## src/rtl/fc_apb_master.sv

```systemverilog
// APB3 initiator for the FC control path: valid/ready command and response ports around one APB transfer.
// Optional ACCESS-phase timeout is enabled by defining APB_TIMEOUT_EN.
module fc_apb_master #(
  parameter int unsigned ADDR_WIDTH     = 32,
  parameter int unsigned DATA_WIDTH     = 32,
  parameter int unsigned TIMEOUT_CYCLES = 256
) (
  input  logic                  PCLK,
  input  logic                  PRESETB,
  input  logic                  cmd_valid,
  output logic                  cmd_ready,
  input  logic                  cmd_write,
  input  logic [ADDR_WIDTH-1:0] cmd_addr,
  input  logic [DATA_WIDTH-1:0] cmd_wdata,
  output logic                  rsp_valid,
  input  logic                  rsp_ready,
  output logic [DATA_WIDTH-1:0] rsp_rdata,
  output logic                  rsp_err,
  output logic                  rsp_timeout,
  output logic                  busy,
  output logic [15:0]           txn_count,
  output logic [ADDR_WIDTH-1:0] PADDR,
  output logic                  PSEL,
  output logic                  PENABLE,
  output logic                  PWRITE,
  output logic [DATA_WIDTH-1:0] PWDATA,
  input  logic [DATA_WIDTH-1:0] PRDATA,
  input  logic                  PREADY,
  input  logic                  PSLVERR
);

  typedef enum logic [1:0] {IDLE, SETUP, ACCESS, RESP} state_t;

  state_t                state_q, state_d;
  logic [ADDR_WIDTH-1:0] paddr_q, paddr_d;
  logic [DATA_WIDTH-1:0] pwdata_q, pwdata_d;
  logic                  pwrite_q, pwrite_d;
  logic [DATA_WIDTH-1:0] rdata_q, rdata_d;
  logic                  err_q, err_d;
  logic                  tmo_flag_q, tmo_flag_d;
  logic [15:0]           txn_q, txn_d;
  logic                  tmo_hit;

  if (TIMEOUT_CYCLES < 2) begin : g_bad_timeout
    $error("fc_apb_master: TIMEOUT_CYCLES must be >= 2");
  end

`ifdef APB_TIMEOUT_EN
  localparam int unsigned CW = $clog2(TIMEOUT_CYCLES + 1);

  logic [CW-1:0] tmo_q, tmo_d;

  always_ff @(posedge PCLK or negedge PRESETB) begin
    if (!PRESETB) tmo_q <= '0;
    else          tmo_q <= tmo_d;
  end

  // The stall that would bring the count to TIMEOUT_CYCLES ends the transfer.
  always_comb begin
    tmo_d   = tmo_q;
    tmo_hit = 1'b0;
    if (state_q == SETUP) begin
      tmo_d = '0;
    end else if (state_q == ACCESS && !PREADY) begin
      tmo_d = tmo_q + 1'b1;
      if (tmo_q == CW'(TIMEOUT_CYCLES - 1)) tmo_hit = 1'b1;
    end
  end
`else
  assign tmo_hit = 1'b0;
`endif

  always_ff @(posedge PCLK or negedge PRESETB) begin
    if (!PRESETB) begin
      state_q    <= IDLE;
      paddr_q    <= '0;
      pwdata_q   <= '0;
      pwrite_q   <= 1'b0;
      rdata_q    <= '0;
      err_q      <= 1'b0;
      tmo_flag_q <= 1'b0;
      txn_q      <= '0;
    end else begin
      state_q    <= state_d;
      paddr_q    <= paddr_d;
      pwdata_q   <= pwdata_d;
      pwrite_q   <= pwrite_d;
      rdata_q    <= rdata_d;
      err_q      <= err_d;
      tmo_flag_q <= tmo_flag_d;
      txn_q      <= txn_d;
    end
  end

  always_comb begin
    state_d    = state_q;
    paddr_d    = paddr_q;
    pwdata_d   = pwdata_q;
    pwrite_d   = pwrite_q;
    rdata_d    = rdata_q;
    err_d      = err_q;
    tmo_flag_d = tmo_flag_q;
    txn_d      = txn_q;
    unique case (state_q)
      IDLE: begin
        if (cmd_valid) begin
          paddr_d  = cmd_addr;
          pwdata_d = cmd_wdata;
          pwrite_d = cmd_write;
          state_d  = SETUP;
        end
      end
      SETUP: state_d = ACCESS;
      ACCESS: begin
        if (PREADY) begin
          rdata_d    = pwrite_q ? '0 : PRDATA;
          err_d      = PSLVERR;
          tmo_flag_d = 1'b0;
          txn_d      = txn_q + 16'd1;
          state_d    = RESP;
        end else if (tmo_hit) begin
          rdata_d    = '0;
          err_d      = 1'b1;
          tmo_flag_d = 1'b1;
          txn_d      = txn_q + 16'd1;
          state_d    = RESP;
        end
      end
      RESP: begin
        if (rsp_ready) state_d = IDLE;
      end
      default: state_d = IDLE;
    endcase
  end

  always_comb begin
    cmd_ready = (state_q == IDLE);
    busy      = (state_q != IDLE);
    PSEL      = (state_q == SETUP) || (state_q == ACCESS);
    PENABLE   = (state_q == ACCESS);
    rsp_valid = (state_q == RESP);
  end

  assign PADDR     = paddr_q;
  assign PWDATA    = pwdata_q;
  assign PWRITE    = pwrite_q;
  assign rsp_rdata = rdata_q;
  assign rsp_err   = err_q;
  assign txn_count = txn_q;
`ifdef APB_TIMEOUT_EN
  assign rsp_timeout = tmo_flag_q;
`else
  assign rsp_timeout = 1'b0;
`endif

endmodule

```

## config.mk

```make
export PLATFORM = sky130hd
export DESIGN_NAME = fc_apb_master
export DESIGN_NICKNAME = d
export VERILOG_FILES = /design/src/rtl/fc_apb_master.sv
export SDC_FILE = /design/constraint.sdc
export NUM_CORES = 1
export LEC_CHECK = 0
export ABC_AREA = 1
export CAP_MARGIN = 20
export CORE_MARGIN = 1
export CORE_UTILIZATION = 41
export DETAILED_ROUTE_END_ITERATION = 10
export PLACE_DENSITY = 0.84
export SLEW_MARGIN = 20
export SYNTH_ARGS = -nofsm -noshare
export SYNTH_HDL_FRONTEND = slang
export SYNTH_SLANG_ARGS = --single-unit
export TNS_END_PERCENT = 10
```

## constraint.sdc

```tcl
create_clock -name PCLK -period 2 [get_ports PCLK]
set_input_delay 0.2 -clock PCLK [delete_from_list [all_inputs] [get_ports PCLK]]
set_output_delay 0.2 -clock PCLK [all_outputs]
set_load 0.1 [all_outputs]
```

### Yosys cells after proc, flatten, opt, wreduce, memory -nomap -nowiden

Cells that the tools add are included.

* bits in registers: 116
* input port bits: 103
* output and inout bits: 120

* $add $sub $neg: 1
* equality and inequality tests: 6
* multiplexer cells: 5
* reduce and logical (&&, ||, !) cells: 6

Operators by type and width (number)
* $mux 32: 1
* $add 16x1->16 const B: 1
* $pmux 2 s4: 1
* $mux 2: 3
* $eq 2x2->1 const B: 2
* $ne 2x1->1 const B: 2
* $reduce_and 2->1: 2
* $reduce_and 3->1: 1
* $eq 2x1->1 const B: 1
* $logic_not 2->1: 1
* $ne 2x2->1 const B: 1
* $reduce_bool 2->1: 1
* $logic_or 1x1->1: 1

### Longest topological paths before layout

Gate-level depths: netlist of run 1.

* depth in word-level cells: 3
* depth in mapped cells: 10
* mapped depth without buffers: 10

### Worst setup path after synthesis of run 1

Ideal clock, no wire load.

* path type: reg-to-reg
* start point: reg state_q[0]
* end point: reg state_q[1]
* setup time: 78 ps
* data arrival time: 2771 ps
* required time: 1922 ps
* setup slack: -849 ps
* cell stages (with the launch flop): 8
* buffers on the path: 0
* period minus slack after synthesis: 2849 ps
* cell sequence: dfrtp_1 inv_1 ha_1 inv_1 or2_2 nand3_1 nor2_1 a21oi_1

* cells in the longest elaborated chain, start to end: 3
* elaborated cells between the ends (all ways): 9

Ends and longest elaborated chain
* start, declared: RTL line 34 `state_t state_q, state_d;`
* start signal, assigned: RTL line 84 `state_q <= state_d;`
* $logic_not 2->1 (*)
* via cmd_ready: RTL line 11 `output logic cmd_ready,`
* $ne 2x2->1 (no line)
* $reduce_and 3->1 (no line)

Mark *: on every way through the listed nets, which the timed path passes. The rest lies on a longest branch.
A chain may end at the register's enable or synchronous reset.

### Final worst setup path of run 1

* start point: reg state_q[0]
* end point: reg txn_q[11], in the netlist txn_count[11]

* cells in the longest elaborated chain, start to end: 2

Ends and longest elaborated chain
* $eq 2x2->1: RTL line 104 `unique case (state_q)`
* $reduce_and 2->1 (no line)
* end signal, assigned: RTL line 91 `txn_q <= txn_d;`
* end, declared: RTL line 41 `logic [15:0] txn_q, txn_d;`

Every way passes these cells.

==> out/results.tsv, run 1 <==
metric	value	unit
Worst Skew	0.00632	ns
crit path max-delay cell type	dfrtp_1	
Post-synth top flop	dfrtp_1	
crit path buf inv count	1	
slowest stage delay, CP	0.40	ns
RSZ-0062 raised after global routing	false	
final critical-path share of the clock period	84.9	%
status	completed	
first-pass GRT wire length	18.5	mm
final net count	745	
fin crit period	1.70	ns
R2R cell count	7	
DRT Wirelength	11.9	mm
Req. time, crit path	2.29	ns
count leader, synth	dfrtp_1	
Worst-Skew Late Latency	0.40	ns
IO Port Bufs	221	
WHS Path Cells	3	
Starting Density	42.8	%
critical path's most frequent cell	nand2_1	
Setup TNS Final	0	ns
Post-DP HPWL	8.79	mm
Boundary Pins	223	
Iteration-0 DRC Markers	117	
Cell variety after synth	27	
Synth async-reset ratio	100	%
number of synthesized register bits	116	
Inserted Diodes	0	
GP Congestion	0.822	
Fmax	0.589	GHz
DRC viols	0	
hold path start	PRDATA[11]	
setup ws final	0.302	ns
total core area	0.0110	sq mm
Total Routing Usage GR	20.5	%
total CTS buffers	17	
min-delay worst type	primary input to flip-flop	
Slew HR	66.1	%
overflow left after global routing	0	
WS Path Type	flip-flop to flip-flop	
Synth area leaders	dfrtp_1 (61%), mux2_2 (15%), nand2_1 (8.3%), o21ai_0 (3.5%), inv_1 (1.7%)	
CTS Sinks	116	
Ys Warns	0	
layout cells sized above 1	35.8	%
clock root buffer	clkbuf_16	
Slew Viols, Final	0	
DRT met1 WL	4.56	mm
largest net degree at the start of global routing	67	
ANT nets after route	0	
CTS Buffer Depth	2	
Commonest cells post-synth	dfrtp_1 (116), nand2_1 (105), mux2_2 (62)	
Worst-Margin Slew	0.508	ns
die area	0.0119	sq mm
Arrival @ worst endpoint	1.98	ns
H-tree levels	4	
Post-synth EDFFs	0	
Final Hold Viols	0	
synthesized area	0.00472	sq mm
First-pass DRT Iterations	4	
chip height	109	um
register area share after synthesis	61.5	%
DR WL/cell	15.1	um
initial antenna violation count	0	
WL met2	6.24	mm
clock slew at reported path FFs	0.05	ns
RR Startpoint	state_q[0]	
via count	3800	
Final Cell Area	0.00747	sq mm
Die Width	109	um
num rows	38	
post-synth top area share	61.5	%
reg-to-reg slack, setup	0.30	ns
# setup viols final	0	
Area after DPL	0.00685	sq mm
CTS tree	yes	
reg2reg end	txn_count[11]	
vias per cell	4.80	
cell family with most CP delay	simple AND/OR/NAND/NOR gates	
area leader, netlist	dfrtp_1	
postcts setup bufs	0	
pre-CTS setup slack	0.288	ns
Critical Path End Type	flip-flop	
Worst Hold End	rsp_rdata[11]	
CP Launch Type	flip-flop	
met3 wire length	920	um
vias in the first global route	3897	
critical-path cell list	inv_2, ha_2, nand2_4, nor3_4, nand3_1, nand2_1, nand2_1	
# fillers	796	
area grow syn2layout	58.3	%
Post-Syn Area per Cell	11.5	sq um
max layer used	met4	
syn_nets	516	
cells after synthesis	409	
Crit Path Max Fanout	29	
Max Cap Viol	0	
[worst max-delay path by stage]
stage          slack [ns]  startpoint  cells after the start            end
2_1_floorplan       -0.05  state_q[1]                      7     state_q[1]
3_3_place_gp         0.36      PREADY                      6  txn_count[13]
3_5_place_dp         0.29      PREADY                      4   rsp_rdata[7]
4_1_cts              0.28  state_q[0]                      7  txn_count[11]
5_1_grt              0.18  state_q[0]                      6   txn_count[7]
6_report             0.30  state_q[0]                      7  txn_count[11]
[flip-flops by register name, indices dropped and copies added (netlist names)]
name and count:
rsp_rdata 32, rsp_err 1, PADDR 32, state_q 2, PWDATA 32, txn_count 16
PWRITE 1
[stage by stage]
stage	cells	utilization (%)	hold WS [ns]
detailed placement	758	62.1	0.205
global route	791	67.8	0.354
global placement	758	62.1	0.198
CTS	791	67.8	0.338
finish	791	67.8	0.356
floorplan	409	-	-0.0956
[timing repair]
item	in CTS	in global routing
hold buffers	1	0
hold endpoints to repair	36	0
resized for setup	0	0
[final cells by class]
type / count / area (sq um) / area share, %
Sequential cell: 116 / 2900 / 38.8
Timing Repair Buffer: 228 / 2050 / 27.5
Multi-Input combinational cell: 253 / 1640 / 22.0
Clock buffer: 20 / 457 / 6.11
Tap cell: 140 / 175 / 2.34
Clock inverter: 12 / 155 / 2.08
Inverter: 22 / 86.3 / 1.16
[placed cells by master, fill, tap and decap left out, types with 7 or more instances in the layout]
master and n:
buf_4 119, dfrtp_1 116, nand2_1 104, clkdlybuf4s50_1 101, mux2_2 62, o21ai_0 33, inv_1 19, clkbuf_16 17
nor2_1 14, buf_12 7
[routing by layer]
metal	track usage, %	vias up
met5	0	-
met4	7.90	0
met1	22.6	1834
met3	8.00	17
li1	-	1798
met2	35.6	151
[tightest hold or removal path, stage by stage]
cell and delay [ns]:
clkdlybuf4s50_1 0.39, nand2_1 0.06, o21ai_0 0.06
[kinds of logic after synthesis]
kind of cell	after synthesis	synth area share (%)
adders and majority gates	4	1.06
other	1	0.0794
muxes	64	15.3
DFF	116	61.5
AOI/OAI and AO/OA	35	3.71
xor gates and xnor gates	9	1.67
buffers and inverters	40	4.24
and+or+nand+nor	140	12.5
Power of run 1 is not shown: default switching activity piles up to over one toggle a cycle in this logic, so the estimate is an artifact.
==> inputs of run 2 (changes only) <==
- clock period: 2 -> 1.6 ns (I/O delays scaled with it)
==> out/results.tsv, run 2 (synthesized netlist as in run 1, its figures left out) <==
metric	value	unit	change
Inserted Diodes	0		unchanged
RSZ-0062 raised after global routing	true		was false
CTS Buffer Depth	2		unchanged
IO Port Bufs	221		unchanged
cell family with most CP delay	flip-flops		was simple AND/OR/NAND/NOR gates
Layout Cells excl Fill	801		was 791
Total Routing Usage GR	25.1	%	was 20.5%
Final Cell Area	0.00894	sq mm	was 0.00747 sq mm
via count	3939		was 3,800
slowest stage delay, CP	0.42	ns	was 0.40 ns
critical-path cell list	inv_2, ha_4, nand2_2, buf_12, mux2_2		was inv_2, ha_2, nand2_4, nor3_4, nand3_1, nand2_1, nand2_1
Boundary Pins	223		unchanged
H-tree levels	4		unchanged
Iteration-0 DRC Markers	151		was 117
final net count	755		was 745
Critical Path End Type	flip-flop		unchanged
crit path max-delay cell type	dfrtp_1		unchanged
clock slew at reported path FFs	0.05	ns	about the same
initial antenna violation count	0		unchanged
Die Width	109	um	unchanged
overflow left after global routing	0		unchanged
reg-to-reg slack, setup	0.006	ns	was 0.30 ns
Worst-Skew Late Latency	0.40	ns	about the same
R2R cell count	5		was 7
first-pass GRT wire length	22.1	mm	was 18.5 mm
CTS Sinks	116		unchanged
largest net degree at the start of global routing	41		was 67
Worst Skew	0.00509	ns	was 0.00632 ns
# fillers	620		was 796
fin crit period	1.59	ns	was 1.70 ns
reg2reg end	PWDATA[26]		was txn_count[11]
ANT nets after route	0		unchanged
Slew Viols, Final	0		unchanged
DRC viols	0		unchanged
First-pass DRT Iterations	4		unchanged
area grow syn2layout	89.3	%	was 58.3%
status	completed		unchanged
Arrival @ worst endpoint	1.87	ns	was 1.98 ns
Final Hold Viols	0		unchanged
most frequent cells in the layout	buf_12 (123), dfrtp_1 (115), nand2_1 (104)		was buf_4 (119), dfrtp_1 (116), nand2_1 (104)
Starting Density	42.8	%	unchanged
vias in the first global route	4381		was 3,897
CTS tree	yes		unchanged
RR Startpoint	state_q[1]		was state_q[0]
Area after DPL	0.00835	sq mm	was 0.00685 sq mm
GP Congestion	0.841		was 0.822
commonest non-fill, non-tap cell in the layout	buf_12		was buf_4
total CTS buffers	17		unchanged
die area	0.0119	sq mm	unchanged
final critical-path share of the clock period	99.6	%	was 84.9%
Inst Count DP	766		was 758
Max Cap Viol	0		unchanged
num rows	38		unchanged
crit path buf inv count	2		was 1
total core area	0.0110	sq mm	unchanged
WS Path Type	flip-flop to flip-flop		unchanged
CP Launch Type	flip-flop		unchanged
# setup viols final	0		unchanged
layout cells sized above 1	36.2	%	was 35.8%
DRT Wirelength	14.1	mm	was 11.9 mm
Post-DP HPWL	10.4	mm	was 8.79 mm
chip height	109	um	unchanged
Fmax	0.627	GHz	was 0.589 GHz
vias per cell	4.92		was 4.80
clock root buffer	clkbuf_16		unchanged
DR WL/cell	17.7	um	was 15.1 um
Req. time, crit path	1.88	ns	was 2.29 ns
Crit Path Max Fanout	36		was 29
min-delay worst type	primary input to async pin		was primary input to flip-flop
[run 2: repair_timing]
item	in CTS	in global routing
buffers inserted	0	2
hold buffers	1	0
resized for setup	1	1
setup endpoints to repair	1	40
hold endpoints to repair	26	0
pin swaps	0	2
[run 2: metrics by stage]
| step | TNS [ns] | hold WS [ns] | util, % | setup slack (ns) |
|---|---|---|---|---|
| floorplan | -12.61 | -0.136 | - | -0.446 |
| global placement | 0 | 0.119 | 75.7 | 0.118 |
| detailed placement | 0 | 0.120 | 75.7 | 0.0758 |
| CTS | 0 | 0.238 | 80.8 | 0.00757 |
| global route | -1.31 | 0.265 | 81.0 | -0.0472 |
| finish | 0 | 0.226 | 81.0 | 0.00606 |
[run 2: worst max path at each step]
| stage | start | to | slack [ns] | cells past startpoint |
|---|---|---|---|---|
| 6_report | state_q[1] | PWDATA[26] | 0.006 | 5 |
| 5_1_grt | state_q[1] | PWDATA[12] | -0.05 | 5 |
| 4_1_cts | state_q[1] | busy | 0.008 | 4 |
| 3_5_place_dp | state_q[1] | PADDR[14] | 0.08 | 5 |
| 3_3_place_gp | cmd_valid | PADDR[13] | 0.12 | 4 |
| 2_1_floorplan | state_q[1] | state_q[1] | -0.45 | 7 |
[run 2: per-layer routing]
layer / GRT usage, % / vias to the layer above / wire (um)
met3: 8.30 / 35 / 998
met2: 46.0 / 182 / 7880
met4: 13.4 / 0 / 467
met5: 0 / - / 0
li1: - / 1815 / -
met1: 25.1 / 1907 / 4800
[run 2: layout make-up]
type / count / area, sq um / area share [%]
tap: 140 / 175 / 1.96
sequential: 116 / 2900 / 32.5
timing repair buffer: 238 / 3580 / 40.1
multi-input combinational: 253 / 1650 / 18.5
clock buffer: 28 / 517 / 5.78
inverter: 22 / 86.3 / 0.966
clock inverter: 4 / 20.0 / 0.224
Power of run 2 is left out for the same reason.
==> inputs of run 3 (changes only) <==
--- a/config.mk
+++ b/config.mk
@@ -8,3 +8,2 @@
 export ABC_AREA = 1
-export CAP_MARGIN = 20
 export CORE_MARGIN = 1
@@ -12,3 +11,3 @@
 export DETAILED_ROUTE_END_ITERATION = 10
-export PLACE_DENSITY = 0.84
+export PLACE_DENSITY = 0.86
 export SLEW_MARGIN = 20
--- a/constraint.sdc
+++ b/constraint.sdc
@@ -3,2 +3,2 @@
 set_output_delay 0.16 -clock PCLK [all_outputs]
-set_load 0.1 [all_outputs]
+set_load 0.05 [all_outputs]
==> out/results.tsv, run 3 (synthesized netlist as in run 1, its figures left out) <==
metric	value	unit	change
status	completed		unchanged
Final Cell Area	0.00757	sq mm	was 0.00894 sq mm
CTS Sinks	116		unchanged
Pleak	3.62	nW	
Worst-Skew Late Latency	0.41	ns	was 0.40 ns
initial antenna violation count	0		unchanged
area grow syn2layout	60.3	%	was 89.3%
Final Hold Viols	0		unchanged
most frequent cells in the layout	dfrtp_1 (116), buf_4 (116), nand2_1 (104)		was buf_12 (123), dfrtp_1 (115), nand2_1 (104)
largest net degree at the start of global routing	117		was 41
total CTS buffers	17		unchanged
Layout Cells excl Fill	791		was 801
num rows	38		unchanged
final net count	745		was 755
setup ws final	0.0303	ns	was 0.00606 ns
clock root buffer	clkbuf_16		unchanged
die area	0.0119	sq mm	unchanged
# setup viols final	0		unchanged
utilization after layout	68.6	%	was 81.0%
Area after DPL	0.00689	sq mm	was 0.00835 sq mm
Max Cap Viol	0		unchanged
chip height	109	um	unchanged
WS Path Type	flip-flop to primary output		was flip-flop to flip-flop
min-delay worst type	primary input to flip-flop		was primary input to async pin
Crit Path Max Fanout	3		was 36
R2R cell count	5		unchanged
DR WL/cell	15.5	um	was 17.7 um
clock slew at reported path FFs	0.05	ns	about the same
Critical Path End Type	primary output		was flip-flop
IO Port Bufs	221		unchanged
Req. time, crit path	1.44	ns	was 1.88 ns
vias per cell	4.84		was 4.92
hold path start	PRDATA[14]		
CTS Buffer Depth	2		unchanged
Worst-Margin Slew	0.626	ns	
overflow left after global routing	0		unchanged
Worst Hold End	rsp_rdata[14]		
Hold WS	0.304	ns	was 0.226 ns
PwrDens	2530	mW/mm^2	
VDD IR-drop max	1590	uV	
Inserted Diodes	0		unchanged
Iteration-0 DRC Markers	222		was 151
reg-to-reg slack, setup	0.08	ns	was 0.006 ns
DRC viols	0		unchanged
total core area	0.0110	sq mm	unchanged
RR Startpoint	state_q[0]		was state_q[1]
WHS Path Cells	3		
Arrival @ worst endpoint	1.41	ns	was 1.87 ns
Boundary Pins	223		unchanged
CP Launch Type	flip-flop		unchanged
final critical-path share of the clock period	98.1	%	was 99.6%
CTS tree	yes		unchanged
via count	3825		was 3,939
vias in the first global route	3977		was 4,381
Starting Density	42.8	%	unchanged
Total Routing Usage GR	21.4	%	was 25.1%
pre-CTS setup slack	0.0656	ns	was 0.0758 ns
H-tree levels	4		unchanged
Worst Skew	0.00538	ns	was 0.00509 ns
Slew HR	58.3	%	
Inst Count DP	758		was 766
Fmax	0.637	GHz	was 0.627 GHz
GP Congestion	0.865		was 0.841
fin crit period	1.57	ns	was 1.59 ns
DRT Wirelength	12.2	mm	was 14.1 mm
Die Width	109	um	unchanged
reg2reg end	PADDR[2]		was PWDATA[26]
layout cells sized above 1	35.8	%	was 36.2%
Post-DP HPWL	8.63	mm	was 10.4 mm
first-pass GRT wire length	19.1	mm	was 22.1 mm
RSZ-0062 raised after global routing	true		unchanged
First-pass DRT Iterations	4		unchanged
Slew Viols, Final	0		unchanged
ANT nets after route	0		unchanged
[run 3: per-layer routing]
| layer | global-route usage (%) | vias to the layer above | routed length (um) |
|---|---|---|---|
| met5 | 0 | - | 0 |
| met4 | 8.76 | 0 | 204 |
| met3 | 7.88 | 22 | 969 |
| met2 | 37.5 | 162 | 6530 |
| met1 | 23.2 | 1849 | 4530 |
| li1 | - | 1792 | - |
[run 3: how the worst max path moves through the flow]
stage                               end  slack [ns]  cells past startpoint        from
after floorplan            txn_count[7]       -0.03                      6  state_q[0]
after global placement    txn_count[13]        0.12                      6      PREADY
after global routing      txn_count[13]       -0.03                      7  state_q[0]
after detailed placement      PADDR[16]        0.07                      5  state_q[0]
after CTS                       PENABLE        0.02                      4  state_q[0]
final                           PENABLE        0.03                      4  state_q[0]
[run 3: report_power, final]
part | internal (mW) | leakage, nW | switching [mW]
Sequential | 4.21 | 1.43 | 0.808
Combinational | 3.38 | 1.86 | 6.55
Clock | 2.91 | 0.330 | 1.27
[run 3: repair_timing]
action / 4_1_cts / 5_1_grt
setup endpoints to repair: 0 / 14
gates resized for setup: 0 / 2
buffers inserted: 0 / 0
endpoints found under the hold margin: 116 / 0
hold buffers: 1 / 0
[run 3: area by class of cell]
| type | instances | area [sq um] |
|---|---|---|
| Clock inverter | 10 | 175 |
| Fill cell | 800 | 3460 |
| Clock buffer | 22 | 484 |
| Inverter | 22 | 86.3 |
| Sequential cell | 116 | 2900 |
| Tap cell | 140 | 175 |
| Timing Repair Buffer | 228 | 2090 |
| Multi-Input combinational cell | 253 | 1650 |
[run 3: through the flow]
step | power [mW] | TNS (ns)
floorplan | 11.6 | -0.123
CTS | 19.3 | 0
detailed placement | 15.0 | 0
finish | 19.1 | 0
global route | 19.9 | -0.0731
global placement | 14.8 | 0
[run 3: worst max-delay path: stages, from the launching register on]
cell and delay [ns]:
dfrtp_1 0.42, inv_2 0.10, ha_2 0.21, buf_4 0.14, buf_12 0.13
(Power assumes the default switching activity.)
